## src/rtl/fp_pkg.sv

```systemverilog
// fp_pkg -- shared definitions for the floating-point add/sub pipeline.
//
// Holds the default field widths, the bit positions inside the 4-bit flag
// vector {invalid, overflow, underflow, inexact}, and helpers that build
// the canonical quiet NaN and signed infinity for any EXP_W/MAN_W.
// The helpers return a 64-bit word; callers size-cast to their own width.
package fp_pkg;

   localparam int EXP_W_DEF = 8;
   localparam int MAN_W_DEF = 23;

   localparam int FLAG_W         = 4;
   localparam int FLAG_INVALID   = 3;
   localparam int FLAG_OVERFLOW  = 2;
   localparam int FLAG_UNDERFLOW = 1;
   localparam int FLAG_INEXACT   = 0;

   // Canonical quiet NaN: sign 0, exponent all ones, fraction MSB only.
   function automatic logic [63:0] qnanWord(input int expW, input int manW);
      logic [63:0] w;
      w = ((64'd1 << expW) - 64'd1) << manW;
      w = w | (64'd1 << (manW - 1));
      return w;
   endfunction

   // Infinity with the requested sign: exponent all ones, fraction zero.
   function automatic logic [63:0] infWord(input logic sign, input int expW, input int manW);
      logic [63:0] w;
      w = ((64'd1 << expW) - 64'd1) << manW;
      w = w | (64'(sign) << (expW + manW));
      return w;
   endfunction

endpackage

```

## src/rtl/fp_norm_round.sv

```systemverilog
// fp_norm_round -- normalise, round-to-nearest-even and pack one result.
//
// Purely combinational; used as the body of the last pipeline stage.
// Ports:
//   sign    in   sign of the larger-magnitude operand
//   effSub  in   1 when the operands had unlike effective signs
//   expIn   in   exponent of the larger-magnitude operand
//   sum     in   MAN_W+5 bits: {carry, hidden, fraction, G, R, S}
//   word    out  packed result {sign, exp, fraction}
//   flags   out  {invalid, overflow, underflow, inexact}
module fp_norm_round
   import fp_pkg::*;
#(
   parameter int EXP_W = EXP_W_DEF,
   parameter int MAN_W = MAN_W_DEF
) (
   input  logic                     sign,
   input  logic                     effSub,
   input  logic [EXP_W-1:0]         expIn,
   input  logic [MAN_W+4:0]         sum,
   output logic [EXP_W+MAN_W:0]     word,
   output logic [FLAG_W-1:0]        flags
);

   localparam int W   = 1 + EXP_W + MAN_W;
   localparam int NW  = MAN_W + 4;          // hidden + fraction + G + R + S
   localparam int LZW = $clog2(NW + 1);
   localparam int EW2 = EXP_W + 2;          // room for +1 and a sign bit
   localparam logic [EW2-1:0] EXP_MAX = EW2'((1 << EXP_W) - 1);

   logic [LZW-1:0]   lz;
   logic             found;
   logic [NW-1:0]    norm;
   logic [EW2-1:0]   expN;
   logic [EW2-1:0]   expF;
   logic [MAN_W:0]   mant;
   logic             g, r, s;
   logic             roundUp;
   logic [MAN_W+1:0] mantR;
   logic [MAN_W-1:0] fracOut;
   logic             tiny;

   // Leading-zero count over everything below the carry bit.
   always_comb begin : lzCount
      lz    = '0;
      found = 1'b0;
      for (int i = NW - 1; i >= 0; i--) begin
         if (!found && sum[i]) begin
            lz    = LZW'(NW - 1 - i);
            found = 1'b1;
         end
      end
   end

   // A carry-out needs one right shift; the dropped bit folds into sticky.
   // Otherwise shift left until the hidden bit is set. Large left shifts
   // only happen after near-total cancellation, where G/R/S are zero.
   always_comb begin : normalise
      if (sum[NW]) begin
         norm = {sum[NW:2], sum[1] | sum[0]};
         expN = {2'b00, expIn} + EW2'(1);
      end else begin
         norm = sum[NW-1:0] << lz;
         expN = {2'b00, expIn} - EW2'(lz);
      end
   end

   always_comb begin : roundRne
      mant    = norm[NW-1:3];
      g       = norm[2];
      r       = norm[1];
      s       = norm[0];
      roundUp = g & (r | s | mant[0]);
      mantR   = {1'b0, mant} + (MAN_W + 2)'(roundUp);
      // Rounding 1.11..1 up gives 10.00..0: fraction zero, exponent + 1.
      if (mantR[MAN_W+1]) begin
         fracOut = '0;
         expF    = expN + EW2'(1);
      end else begin
         fracOut = mantR[MAN_W-1:0];
         expF    = expN;
      end
   end

   // Exponent at or below zero would be subnormal: flush to signed zero.
   assign tiny = expN[EW2-1] | (expN == '0);

   always_comb begin : pack
      word  = '0;
      flags = '0;
      if (sum == '0) begin
         // Cancellation gives +0; adding two zeros keeps their common sign.
         word = {sign & ~effSub, {(W - 1){1'b0}}};
      end else if (tiny) begin
         word                  = {sign, {(W - 1){1'b0}}};
         flags[FLAG_UNDERFLOW] = 1'b1;
         flags[FLAG_INEXACT]   = 1'b1;
      end else if (expF >= EXP_MAX) begin
         word                 = W'(infWord(sign, EXP_W, MAN_W));
         flags[FLAG_OVERFLOW] = 1'b1;
         flags[FLAG_INEXACT]  = 1'b1;
      end else begin
         word                = {sign, expF[EXP_W-1:0], fracOut};
         flags[FLAG_INEXACT] = g | r | s;
      end
   end

endmodule

```

## src/rtl/fp_addsub_pipe.sv

```systemverilog
// fp_addsub_pipe -- three-stage pipelined IEEE-754-style adder/subtractor.
//
// S1: unpack, detect NaN/inf, swap so the larger magnitude is first,
//     align the smaller mantissa with guard/round/sticky.
// S2: add or subtract the aligned mantissas.
// S3: normalise, round to nearest even, pack (fp_norm_round).
// Zero and subnormal inputs count as signed zero; subnormal results flush.
//
// Ports:
//   clk, rst          clock, synchronous active-high reset
//   in_valid/in_ready input handshake for operands a, b and op (1 = a-b)
//   out_valid/out_ready output handshake for result y and flags
//   y                 result word {sign, exp, fraction}
//   flags             {invalid, overflow, underflow, inexact}
//
// Handshake: a word moves across an interface on a rising edge where valid
// and ready are both 1. The producer holds valid and data stable until it
// moves. The whole pipe advances together when the output is empty or
// being taken (advance = !out_valid | out_ready). in_ready is exactly
// advance, so a stalled consumer freezes every stage, y and flags.
module fp_addsub_pipe
   import fp_pkg::*;
#(
   parameter int EXP_W = EXP_W_DEF,
   parameter int MAN_W = MAN_W_DEF
) (
   input  logic                 clk,
   input  logic                 rst,
   input  logic                 in_valid,
   output logic                 in_ready,
   input  logic                 op,
   input  logic [EXP_W+MAN_W:0] a,
   input  logic [EXP_W+MAN_W:0] b,
   output logic                 out_valid,
   input  logic                 out_ready,
   output logic [EXP_W+MAN_W:0] y,
   output logic [FLAG_W-1:0]    flags
);

   localparam int W  = 1 + EXP_W + MAN_W;
   localparam int AW = MAN_W + 3;      // aligned mantissa + G + R
   localparam int MW = MAN_W + 4;      // aligned mantissa + G + R + S
   localparam int SW = MAN_W + 5;      // sum with carry-out
   localparam int WW = 2 * MAN_W + 4;  // shifter: mantissa above a zero field
   localparam logic [W-1:0] QNAN = W'(qnanWord(EXP_W, MAN_W));

   logic advance;

   assign advance  = !out_valid | out_ready;
   assign in_ready = advance;

   // ---------------------------------------------------------------- S1
   logic               signA, signB;
   logic [EXP_W-1:0]   expA, expB;
   logic [MAN_W-1:0]   fracA, fracB;
   logic               nanA, nanB, snanA, snanB, infA, infB, zeroA, zeroB;
   logic [MAN_W:0]     manA, manB;
   logic               aIsLarge;
   logic               signL;
   logic [EXP_W-1:0]   expL, dShift;
   logic [MAN_W:0]     manL, manS;
   logic [WW-1:0]      wide;
   logic [MW-1:0]      alignL, alignS;
   logic               specNow;
   logic [W-1:0]       specWordNow;
   logic [FLAG_W-1:0]  specFlagsNow;

   // Subtraction is addition with b's sign flipped up front.
   assign signA = a[W-1];
   assign signB = b[W-1] ^ op;
   assign expA  = a[W-2:MAN_W];
   assign expB  = b[W-2:MAN_W];
   assign fracA = a[MAN_W-1:0];
   assign fracB = b[MAN_W-1:0];

   assign nanA  = (&expA) & (|fracA);
   assign nanB  = (&expB) & (|fracB);
   assign snanA = nanA & ~fracA[MAN_W-1];
   assign snanB = nanB & ~fracB[MAN_W-1];
   assign infA  = (&expA) & ~(|fracA);
   assign infB  = (&expB) & ~(|fracB);
   assign zeroA = (expA == '0);
   assign zeroB = (expB == '0);

   // Subnormal fractions are discarded, so exp=0 means a mantissa of 0.
   assign manA = zeroA ? '0 : {1'b1, fracA};
   assign manB = zeroB ? '0 : {1'b1, fracB};

   // Exponent then fraction orders the magnitudes of finite operands.
   assign aIsLarge = {expA, manA[MAN_W-1:0]} >= {expB, manB[MAN_W-1:0]};

   always_comb begin : swapAlign
      signL  = aIsLarge ? signA : signB;
      expL   = aIsLarge ? expA : expB;
      manL   = aIsLarge ? manA : manB;
      manS   = aIsLarge ? manB : manA;
      dShift = aIsLarge ? (expA - expB) : (expB - expA);
      wide   = {manS, {AW{1'b0}}} >> dShift;
      alignL = {manL, 3'b000};
      // Past MAN_W+3 positions nothing but the sticky bit can survive.
      if (32'(dShift) >= AW) begin
         alignS = {{AW{1'b0}}, |manS};
      end else begin
         alignS = {wide[WW-1 -: AW], |wide[MAN_W:0]};
      end
   end

   always_comb begin : specials
      specNow      = 1'b0;
      specWordNow  = '0;
      specFlagsNow = '0;
      if (nanA | nanB) begin
         specNow                    = 1'b1;
         specWordNow                = QNAN;
         specFlagsNow[FLAG_INVALID] = snanA | snanB;
      end else if (infA & infB & (signA != signB)) begin
         specNow                    = 1'b1;
         specWordNow                = QNAN;
         specFlagsNow[FLAG_INVALID] = 1'b1;
      end else if (infA) begin
         specNow     = 1'b1;
         specWordNow = {signA, a[W-2:0]};
      end else if (infB) begin
         specNow     = 1'b1;
         specWordNow = {signB, b[W-2:0]};
      end
   end

   logic               s1Valid;
   logic               s1Special;
   logic [W-1:0]       s1SpecWord;
   logic [FLAG_W-1:0]  s1SpecFlags;
   logic               s1Sign, s1Sub;
   logic [EXP_W-1:0]   s1Exp;
   logic [MW-1:0]      s1ManL, s1ManS;

   // ---------------------------------------------------------------- S2
   // The larger operand comes first, so the difference is never negative.
   logic [SW-1:0]      sumNow;

   assign sumNow = s1Sub ? ({1'b0, s1ManL} - {1'b0, s1ManS})
                         : ({1'b0, s1ManL} + {1'b0, s1ManS});

   logic               s2Valid;
   logic               s2Special;
   logic [W-1:0]       s2SpecWord;
   logic [FLAG_W-1:0]  s2SpecFlags;
   logic               s2Sign, s2Sub;
   logic [EXP_W-1:0]   s2Exp;
   logic [SW-1:0]      s2Sum;

   // ---------------------------------------------------------------- S3
   logic [W-1:0]       nrWord;
   logic [FLAG_W-1:0]  nrFlags;

   fp_norm_round #(
      .EXP_W (EXP_W),
      .MAN_W (MAN_W)
   ) uNormRound (
      .sign   (s2Sign),
      .effSub (s2Sub),
      .expIn  (s2Exp),
      .sum    (s2Sum),
      .word   (nrWord),
      .flags  (nrFlags)
   );

   // ------------------------------------------------------- registers
   // Valid bits and the visible result are reset; the datapath is not.
   always_ff @(posedge clk) begin : ctrlRegs
      if (rst) begin
         s1Valid   <= 1'b0;
         s2Valid   <= 1'b0;
         out_valid <= 1'b0;
         y         <= '0;
         flags     <= '0;
      end else if (advance) begin
         s1Valid   <= in_valid;
         s2Valid   <= s1Valid;
         out_valid <= s2Valid;
         if (s2Valid) begin
            y     <= s2Special ? s2SpecWord  : nrWord;
            flags <= s2Special ? s2SpecFlags : nrFlags;
         end
      end
   end

   always_ff @(posedge clk) begin : dataRegs
      if (advance) begin
         s1Special   <= specNow;
         s1SpecWord  <= specWordNow;
         s1SpecFlags <= specFlagsNow;
         s1Sign      <= signL;
         s1Sub       <= signA ^ signB;
         s1Exp       <= expL;
         s1ManL      <= alignL;
         s1ManS      <= alignS;

         s2Special   <= s1Special;
         s2SpecWord  <= s1SpecWord;
         s2SpecFlags <= s1SpecFlags;
         s2Sign      <= s1Sign;
         s2Sub       <= s1Sub;
         s2Exp       <= s1Exp;
         s2Sum       <= sumNow;
      end
   end

endmodule

```

## config.mk

```make
export PLATFORM = sky130hd
export DESIGN_NAME = fp_addsub_pipe
export DESIGN_NICKNAME = d
export VERILOG_FILES = /design/src/rtl/fp_pkg.sv /design/src/rtl/fp_norm_round.sv /design/src/rtl/fp_addsub_pipe.sv
export SDC_FILE = /design/constraint.sdc
export NUM_CORES = 1
export LEC_CHECK = 0
export CAP_MARGIN = 20
export CORE_ASPECT_RATIO = 0.5
export CORE_MARGIN = 10
export CORE_UTILIZATION = 43
export DETAILED_ROUTE_END_ITERATION = 6
export HOLD_SLACK_MARGIN = 0.12
export SLEW_MARGIN = 20
export SYNTH_ARGS = -nofsm -noshare
export SYNTH_HDL_FRONTEND = slang
export SYNTH_SLANG_ARGS = --single-unit
```

## constraint.sdc

```tcl
create_clock -name clk -period 8.25 [get_ports clk]
set_input_delay 0.825 -clock clk [delete_from_list [all_inputs] [get_ports clk]]
set_output_delay 0.825 -clock clk [all_outputs]
set_load 0.05 [all_outputs]
```

==> results of run 1 <==
-- kinds of logic (layout without fill, tap and decap cells) --
family / count (synthesis) / count (layout)
buffers and inverters: 230 / 293
multiplexers: 87 / 87
flip-flops: 206 / 206
other: 1 / 23
AO/OA/AOI/OAI: 532 / 532
XOR/XNOR: 64 / 64
adder cells (fa/ha/maj): 101 / 101
AND/OR/NAND/NOR: 714 / 714
-- layout by cell type, fill, tap and decap left out, types with 36 or more instances in the layout --
master,synthesis,final
sky130_fd_sc_hd__a21oi_1,120,120
sky130_fd_sc_hd__and2_1,46,46
sky130_fd_sc_hd__and3_1,40,40
sky130_fd_sc_hd__clkdlybuf4s50_1,0,106
sky130_fd_sc_hd__dfxtp_1,39,39
sky130_fd_sc_hd__edfxtp_1,167,167
sky130_fd_sc_hd__ha_1,97,97
sky130_fd_sc_hd__inv_1,112,112
sky130_fd_sc_hd__mux2i_1,48,48
sky130_fd_sc_hd__nand2_1,198,197
sky130_fd_sc_hd__nand3_1,63,63
sky130_fd_sc_hd__nor2_1,121,120
sky130_fd_sc_hd__nor3_1,77,77
sky130_fd_sc_hd__o21ai_0,128,128
sky130_fd_sc_hd__o22ai_1,36,36
sky130_fd_sc_hd__xnor2_1,43,43
-- final timing paths --
| path | end | cells past startpoint | slack [ns] | from |
|---|---|---|---|---|
| max | y[1]$_SDFFE_PP0P_ | 20 | 1.54 | s2Sum[26]$_DFFE_PN_ |
| min | s2Exp[2]$_DFFE_PN_ | 0 | 0.41 | s1Exp[2]$_DFFE_PN_ |
| max reg2reg | y[1]$_SDFFE_PP0P_ | 20 | 1.54 | s2Sum[26]$_DFFE_PN_ |
| min reg2reg | s2Exp[2]$_DFFE_PN_ | 0 | 0.41 | s1Exp[2]$_DFFE_PN_ |
-- metrics by stage --
stage / util, % / cell area [µm²] / hold slack, ns / instances
final: 49.4 / 19300 / 0.408 / 2550
after global routing: 49.4 / 19300 / 0.410 / 2549
after CTS: 49.4 / 19300 / 0.406 / 2549
after detailed placement: 47.6 / 18500 / 0.405 / 2509
after global placement: 47.6 / 18500 / 0.400 / 2509
after floorplan: - / 17100 / 0.400 / 1956
-- state kept, by name, summed over array words and instances, names as in the netlist, 4 cells and up --
register and count:
flags 4, s2Sum 28, s1Exp 8, s1SpecWord 32
s2SpecWord 32, y 32, s1ManS 27, s1ManL 24
s2Exp 8
-- worst max-delay path: stages, from the launching register on --
cell and delay (ns):
sky130_fd_sc_hd__edfxtp_1 0.52, sky130_fd_sc_hd__or4_1 0.71, sky130_fd_sc_hd__nor4_4 0.55, sky130_fd_sc_hd__o211ai_1 0.20
sky130_fd_sc_hd__o311ai_2 0.11, sky130_fd_sc_hd__buf_4 0.36, sky130_fd_sc_hd__inv_2 0.32, sky130_fd_sc_hd__ha_1 0.36
sky130_fd_sc_hd__nor2b_1 0.13, sky130_fd_sc_hd__o21ai_0 0.20, sky130_fd_sc_hd__a21boi_0 0.12, sky130_fd_sc_hd__o21ai_0 0.25
sky130_fd_sc_hd__a21oi_1 0.13, sky130_fd_sc_hd__xnor2_1 0.23, sky130_fd_sc_hd__nand3b_1 0.27, sky130_fd_sc_hd__nor3_1 0.24
sky130_fd_sc_hd__nand4_1 0.17, sky130_fd_sc_hd__nor4_4 0.22, sky130_fd_sc_hd__mux2_4 0.38, sky130_fd_sc_hd__or3_1 0.80
sky130_fd_sc_hd__o22ai_1 0.33
-- metal layers --
| metal | up-vias | GRT usage, % | part of all wire (%) |
|---|---|---|---|
| met2 | 527 | 31.9 | 44 |
| met3 | 81 | 3.38 | 6.3 |
| met5 | - | 0 | 0.033 |
| met4 | 2 | 4.93 | 2.2 |
| li1 | 7370 | - | - |
| met1 | 7184 | 29.7 | 48 |
-- layout make-up --
class                      count  area (µm²)  area share (%)
tap                          530         663            3.44
antenna                        1        2.50          0.0130
timing repair buffer         135        1280            6.64
clock buffer                  31         627            3.25
inverter                     118         443            2.30
sequential                   206        5800            30.1
clock inverter                 9        97.6           0.507
multi-input combinational   1520       10400            53.8
-- power by group --
| group | leakage, nW | total, mW | internal (mW) | switching, mW |
|---|---|---|---|---|
| logic | 4.89 | 2.24 | 0.840 | 1.40 |
| clock network | 0.334 | 0.995 | 0.569 | 0.426 |
| registers | 2.16 | 1.48 | 1.28 | 0.193 |
==> out/qor.log, run 1 <==
[outcome] status finished, final reports clean
[layout] signed area change from the synthesized netlist to the final layout 13.3%
[timing] accumulated negative setup slack 0 ns
[yosys] multiplexer share of the synthesized area 6.29%
[placed_design] DP HPWL 40,400 µm
[timing] Max Clock Freq 0.149 GHz
[routing] per-cell routed wire length 20.5 µm
[timing] max-slew violation count 0
[yosys] fraction of the mapped netlist area in adder cells 7.61%
[grt] vias in the first global route 14,300
[yosys] dominant combinational cell family by area after synthesis simple AND/OR/NAND/NOR gates
[timing] Final Setup Violations 0
[grt] maximum number of pins on one net before global-route repair 58
[routing] remaining number of nets flagged by the antenna check after routing 0
[routing] post-detailed-routing wire length 52,200 µm
[layout] filler cell count 3,726
[clocking] number of buffers inserted to repair setup after CTS 0
[floorplan] row count 51
[yosys] count of flip-flops with a built-in enable after synthesis 167
[hold_path] type of the most critical hold path reg2reg
[grt] wire length of the first global-routing pass 82,200 µm
[timing] Final Worst Setup Slack 1.54 ns
[clocking] clock root buffer sky130_fd_sc_hd__clkbuf_16
[grt] aggregate global-route resource usage 20.7%
[placed_design] port bufs 106
[clocking] hold-fix buffer count after cts 0
[yosys] synth unique cells 109
[clocking] clock tree from TritonCTS yes
[floorplan] die boundary width 301 µm
[yosys] synthesized flop and latch total 206
[clocking] post-CTS resize count 0
[floorplan] die area 48,400 µm²
[placed_design] pre-CTS setup slack 1.33 ns
[clocking] buffer depth of the longest clock path 3
[worst_setup_path] CP required 8.69 ns
[clocking] H-Tree Depth 1
[timing] final period utilization 81.3%
[layout] count of nets after finishing 2,173
[timing] minimum clock period after layout 6.71 ns
[routing] routed via count 15,200
[routing] Pre-Repair DR Iteration Count 5
[yosys] complex-gate fraction of the synthesized area 21.1%
[pwr] Lkg Pwr 7.38 nW
[yosys] xor/xnor share of the synthesized area 3.30%
[yosys] most frequent cells after synthesis 198 x sky130_fd_sc_hd__nand2_1, 167 x sky130_fd_sc_hd__edfxtp_1, 128 x sky130_fd_sc_hd__o21ai_0
[yosys] most area-hungry cell type in the Yosys netlist sky130_fd_sc_hd__edfxtp_1
[floorplan] initial cell density of the core 43.6%
[yosys] Synth Area in Simple Gates 22.1%
[timing] worst relative slew slack 27.1%
[yosys] most area-consuming cells after synthesis sky130_fd_sc_hd__edfxtp_1 29%, sky130_fd_sc_hd__ha_1 7.1%, sky130_fd_sc_hd__dfxtp_1 4.6%
[yosys] Post-Synthesis Cells 1,935
[worst_setup_path] maximum net fanout on the critical path 31
[worst_setup_path] endpoint class of the critical path flop
[floorplan] number of top-level design ports 107
[worst_setup_path] arrival time reported for the critical path endpoint 7.15 ns
[clocking] number of buffers added by the clock tree synthesis step 22
[clocking] number of clock sinks 206
[yosys] most used flip-flop cell after synthesis sky130_fd_sc_hd__edfxtp_1
[placed_design] Placer Congestion 0.970
[floorplan] chip height 161 µm
[worst_setup_path] startpoint-to-endpoint class of the critical path reg2reg
[clocking] CTS clock-pin slew for the worst setup and hold paths 0.07 ns
[timing] Tightest Pin Transition 1.08 ns
[pwr] total power draw 4.71 mW
[yosys] cell area after synthesis 17,000 µm²
[clocking] source-to-sink clock delay at the later pin of the worst-skew pair 0.53 ns
[routing] DRC Markers 0
[pwr] IR drop worst, VDD 0.172 mV
[layout] share of layout cells above drive strength 1 8.12%
[grt] total congestion overflow after global routing 0
[yosys] mean instance size in the synthesized netlist 8.79 µm²
[timing] unrepaired setup endpoints after global routing false
[grt] number of antenna violations at the first check in global routing 2
[yosys] Yosys Warn Count 0
[pwr] PwrDens 244 nW/µm²
[floorplan] Core Box Area 39,000 µm²
[yosys] Seq/Total Area, Yosys 34.1%
[timing] endpoints failing hold 0
[timing] clock skew after layout 0.0232 ns
[yosys] most frequently used cell type in the post-synthesis netlist sky130_fd_sc_hd__nand2_1
[routing] drt initial violations 1,444
[yosys] share of the synthesized area in the top cell type 29.5%
[routing] average via count per standard cell 5.95
[flow_run] total of max-cap violations 0
[yosys] share of synthesized flip-flops with an asynchronous set or reset 0%
[worst_setup_path] launching element type of the critical path flop
Power figures use the tool's default switching activity.
==> run 2, diff against run 1 <==
Clock period 8.25 ns to 6.3 ns, I/O delays scaled along.
==> out/qor.log, run 2 (synthesis results as in run 1) <==
[timing] accumulated negative setup slack 0 ns
[floorplan] Core Box Area 39,000 µm²
[clocking] number of buffers inserted to repair setup after CTS 0
[placed_design] Placer Congestion 0.967
[clocking] clock tree from TritonCTS yes
[placed_design] Post-Place Cell Area 19,000 µm²
[worst_setup_path] worst-path cell chain nor4_4 -> buf_4 -> nand2_1 -> a211oi_4 -> nor3_2 -> inv_2 -> ha_1 -> fa_1 -> nor2b_1 -> o21ai_0 -> nand2b_1 -> a2111o_1 -> nand2_1 -> xor2_1 -> nand3b_1 -> nor3_1 -> nand4_1 -> nor4_4 -> mux2_4 -> or3_1 -> buf_4 -> o22ai_1
[timing] endpoints failing hold 0
[clocking] clock root buffer sky130_fd_sc_hd__clkbuf_16
[routing] uppermost layer routed met4
[pwr] Lkg Pwr 7.66 nW
[hold_path] destination of the worst hold path s2Special$_DFFE_PN_
[floorplan] number of top-level design ports 107
[layout] area of all placed cells without fillers 19,700 µm²
[layout] # diodes 0
[routing] DRC Markers 0
[floorplan] row count 51
[clocking] source-to-sink clock delay at the later pin of the worst-skew pair 0.51 ns
[layout] filler cell count 3,714
[pwr] portion of total power attributed to the clock network 20.0%
[worst_setup_path] startpoint-to-endpoint class of the critical path reg2reg
[timing] Final Worst Setup Slack 0.583 ns
[worst_setup_path] endpoint class of the critical path flop
[worst_setup_path] internal reg-to-reg setup slack 0.58 ns
[worst_setup_path] cell count of the worst reg-to-reg path 22
[routing] per-cell routed wire length 20.0 µm
[hold_path] startpoint of the lowest-slack hold path s1Special$_SDFFCE_PP1N_
[routing] routed via count 15,400
[clocking] CTS clock-pin slew for the worst setup and hold paths 0.06 ns
[hold_path] type of the most critical hold path reg2reg
[worst_setup_path] worst path buffer plus inverter count 3
[layout] most used cells in the layout excluding fill and tap cells 197 x sky130_fd_sc_hd__nand2_1, 167 x sky130_fd_sc_hd__edfxtp_1, 128 x sky130_fd_sc_hd__o21ai_0, 120 x sky130_fd_sc_hd__a21oi_1, 120 x sky130_fd_sc_hd__nor2_1
[routing] post-route met1 wirelength 24,700 µm
[worst_setup_path] cell class contributing the biggest share of worst-path delay simple AND/OR/NAND/NOR gates
[clocking] hold-fix buffer count after cts 0
[placed_design] pre-CTS setup slack 0.215 ns
[layout] commonest non-fill, non-tap cell in the layout sky130_fd_sc_hd__nand2_1
[worst_setup_path] CP max stage cell sky130_fd_sc_hd__a211oi_4
[clocking] number of clock sinks 206
[routing] remaining number of nets flagged by the antenna check after routing 0
[timing] Max Clock Freq 0.175 GHz
[pwr] part of the total power dissipated in combinational logic 48.7%
[layout] share of layout cells above drive strength 1 10.6%
[clocking] post-CTS resize count 0
[pwr] Internal Pwr Total 3.60 mW
[clocking] H-Tree Depth 1
[floorplan] initial cell density of the core 43.6%
[floorplan] die boundary width 301 µm
[floorplan] die area 48,400 µm²
[timing] Final Setup Violations 0
[pwr] PwrDens 315 nW/µm²
[worst_setup_path] maximum net fanout on the critical path 23
[flow_run] total of max-cap violations 0
[routing] post-detailed-routing wire length 52,100 µm
[timing] tightest hold margin 0.413 ns
[clocking] buffer depth of the longest clock path 3
[worst_setup_path] CP required 6.74 ns
[timing] minimum clock period after layout 5.72 ns
[layout] area occupied by multi-input gates 10,400 µm²
[pwr] IR drop worst, VDD 0.197 mV
[worst_setup_path] slowest stage delay, CP 0.70 ns
[routing] DR WL met2 23,100 µm
[grt] maximum number of pins on one net before global-route repair 99
[routing] wire length on met3 3350 µm
[grt] vias in the first global route 14,500
[timing] max-slew violation count 0
[worst_setup_path] arrival time reported for the critical path endpoint 6.15 ns
[worst_setup_path] endpoint of the worst-slack reg-to-reg timing path y[21]$_SDFFE_PP0P_
[timing] final period utilization 90.7%
[layout] largest registers s1SpecWord x32, s2SpecWord x32, y x32
[worst_setup_path] launching element type of the critical path flop
[pwr] Reg power frac 31.3%
[layout] signed area change from the synthesized netlist to the final layout 15.7%
[placed_design] port bufs 106
[routing] drt initial violations 1,356
[pwr] switching share of total power 42.0%
[timing] clock skew after layout 0.0178 ns
[timing] unrepaired setup endpoints after global routing false
[floorplan] chip height 161 µm
[grt] total congestion overflow after global routing 0
[clocking] number of buffers added by the clock tree synthesis step 21
[timing] worst relative slew slack 38.1%
[routing] average via count per standard cell 5.91
[pwr] reported net switching power 2.60 mW
[layout] area taken by flip-flops and latches 5800 µm²
[worst_setup_path] launch instance of the worst register-to-register path s2Sum[22]$_DFFE_PN_
[placed_design] DP HPWL 41,100 µm
[grt] wire length of the first global-routing pass 82,700 µm
[routing] Pre-Repair DR Iteration Count 5
[outcome] status finished, final reports clean
[pwr] total power draw 6.20 mW
[timing] Tightest Pin Transition 0.927 ns
[hold_path] WHS Path Cells 0
[layout] count of nets after finishing 2,230
[grt] number of antenna violations at the first check in global routing 0
[grt] aggregate global-route resource usage 20.8%
==> run 2: cell count changes in the layout (fill, tap and decap cells not counted), moves of 2 or more <==
cell / previous run / this run
sky130_fd_sc_hd__buf_12: 0 / 2
sky130_fd_sc_hd__clkinv_2: 1 / 4
sky130_fd_sc_hd__buf_4: 29 / 85
sky130_fd_sc_hd__bufinv_16: 1 / 3
sky130_fd_sc_hd__clkinv_1: 1 / 6
sky130_fd_sc_hd__clkinvlp_4: 5 / 2
sky130_fd_sc_hd__clkbuf_1: 7 / 2
sky130_fd_sc_hd__clkbuf_16: 24 / 21
==> run 2: how the worst max path moves through the flow <==
stage                   startpoint             endpoint  slack (ns)  cells after the start
2_1_floorplan                a[28]  s1ManS[0]$_DFFE_PN_        0.76                     20
3_3_place_gp                 a[28]  s1ManS[0]$_DFFE_PN_        0.27                     20
3_5_place_dp                 a[28]  s1ManS[0]$_DFFE_PN_        0.21                     20
4_1_cts        s2Sum[22]$_DFFE_PN_   y[21]$_SDFFE_PP0P_        0.57                     22
5_1_grt        s2Sum[22]$_DFFE_PN_   y[21]$_SDFFE_PP0P_        0.12                     22
6_report       s2Sum[22]$_DFFE_PN_   y[21]$_SDFFE_PP0P_        0.58                     22
==> run 2: per-stage QoR <==
stage,util (%),instances
floorplan,-,1956
global placement,48.7,2567
detailed placement,48.7,2567
CTS,50.5,2604
global route,50.5,2604
finish,50.5,2604
==> run 2: routing by layer <==
metal	global-route usage (%)	up-vias
met1	30.2	7315
met4	4.01	0
li1	-	7489
met2	32.4	523
met3	3.13	64
met5	0	-
==> run 2: final cells by class <==
type                       instances  area share, %
tap                              530           3.37
multi-input combinational       1520           52.6
timing repair buffer             193           8.84
clock inverter                    14          0.731
clock buffer                      23           2.71
inverter                         118           2.25
sequential                       206           29.5
==> run 2: power groups by stage <==
| stage | Clock (mW) | Combinational, mW | Sequential (mW) |
|---|---|---|---|
| 2_1_floorplan | 0 | 2.10 | 1.90 |
| 3_3_place_gp | 0 | 2.97 | 1.96 |
| 3_5_place_dp | 0 | 2.96 | 1.96 |
| 4_1_cts | 1.27 | 2.97 | 1.93 |
| 5_1_grt | 1.33 | 3.30 | 1.96 |
| 6_report | 1.24 | 3.02 | 1.94 |
==> patch: new RTL, flow settings as in run 2 <==
`MAN_W_DEF`: 23 -> 46.
--- a/src/rtl/fp_pkg.sv
+++ b/src/rtl/fp_pkg.sv
@@ -8,5 +8,5 @@
 
    localparam int EXP_W_DEF = 8;
-   localparam int MAN_W_DEF = 23;
+   localparam int MAN_W_DEF = 46;
 
    localparam int FLAG_W         = 4;
Ports: changed (resized a, b and y); port bits go from 107 to 176. No check against the original RTL was run, so the function may have changed too.
==> patch against run 2 <==
- wire length grew to 2.5 times the old value
- sequential cell count is 138 higher
- design area is 120% higher
- die area is 72% higher
- setup slack worse by 0.51 ns
- clock skew is 0.0010 ns lower
- critical path depth is 6 higher
- synthesized area is 81% higher
- hold slack worse by 0.0097 ns
- total power grew to 2.7 times the old value
- sequential power is 63% higher
- via count is 120% higher
- largest power group unchanged
==> patch: results (changes against run 2) <==
stage,metric,value,unit,change
detailed_routing,Routed met3 length,10.4,mm,+210%
layout,top flop regs,"s1SpecWord (55), s2SpecWord (55), y (55)",,
grt,GR met2 Demand/Resource,47.1,%,+15 points
layout,proportion of layout cells with a drive suffix above 1,28.3,%,+18 points
worst_hold_path,HP Start,s1SpecWord[6]$_SDFFCE_PP0N_,,
detailed_routing,number of design-rule violations left by the first detailed-router iteration,3537,,+160%
synth,most frequent cells after synthesis,"sky130_fd_sc_hd__nand2_1, sky130_fd_sc_hd__nor2_1, sky130_fd_sc_hd__edfxtp_1, sky130_fd_sc_hd__a21oi_1, sky130_fd_sc_hd__o21ai_0",,
run_status,result of the run,completed,,
synth,ranking of synthesized cells by area,"sky130_fd_sc_hd__edfxtp_1, sky130_fd_sc_hd__ha_1, sky130_fd_sc_hd__nand2_1",,
critical_path,worst reg-to-reg setup slack,0.07,ns,-0.51 ns
detailed_routing,Highest Signal Layer,met5,,
critical_path,path depth of the worst reg2reg path,28,,+27%
placement,half-perimeter wire length of the detailed placement result,104,mm,+150%
layout,# nets final,4942,,+120%
synth,sequential share of the synthesized area,31.5,%,-2.6 points
grt,global-route wire length before repair,194,mm,+130%
detailed_routing,routed via count divided by cell count,5.96,,+0.80%
critical_path,Critical-path top delay cell,sky130_fd_sc_hd__or4_4,,
grt,maximum number of pins on one net before global-route repair,90,,-9.1%
synth,Unique masters post-synth,118,,+8.3%
cts,total clock buffers created by CTS,35,,+67%
detailed_routing,number of iterations in the first detailed-routing pass,7,,+2
grt,met3 track utilization from global routing,4.68,%,+1.6 points
grt,via count of the first global-routing pass,32100,,+120%
cts,worst-skew pair later-pin latency,0.56,ns,+0.05 ns
critical_path,launch point of the critical path,s2Sum[45]$_DFFE_PN_,,
synth,number of synthesized flops with an enable pin,282,,+69%
pwr,leakage dissipation,18.5,nW,+140%
critical_path,data arrival time of the critical path,6.63,ns,+0.48 ns
pwr,Max IR drop VDD,0.252,mV,+28%
timing,shortest clock period the worst path allows after layout,6.23,ns,+0.512 ns
detailed_routing,metal2 WL,57.7,mm,+150%
synth,Cells after Synth,3708,,+92%
grt,Total GRT Usage,29.6,%,+8.7 points
==> patch: area by class of cell <==
type                       instances  area (um^2)
multi-input combinational       2952        20600
clock inverter                    18          204
fill                            6375        28000
sequential                       344         9710
inverter                         189          714
tap                              958         1200
clock buffer                      46          988
timing repair buffer            1134         9560
==> patch: power breakdown <==
group / switching [mW] / internal (mW)
registers: 0.252 / 2.91
clock network: 0.893 / 1.24
logic: 6.29 / 5.06
==> patch: cell families after synthesis <==
family,Yosys count,synth area share [%]
AND/OR/NAND/NOR,1317,21.0
AO/OA/AOI/OAI,1146,25.7
buffers and inverters,456,6.14
flip-flops,344,31.5
adder cells (fa/ha/maj),171,7.05
multiplexers,162,5.36
XOR/XNOR,111,3.16
other,1,0.0122
==> patch: timing repair <==
action	4_1_cts	5_1_grt
resized for setup	68	211
pin swaps	29	82
setup endpoints to repair	69	71
setup buffers	17	64
gates cloned	0	6
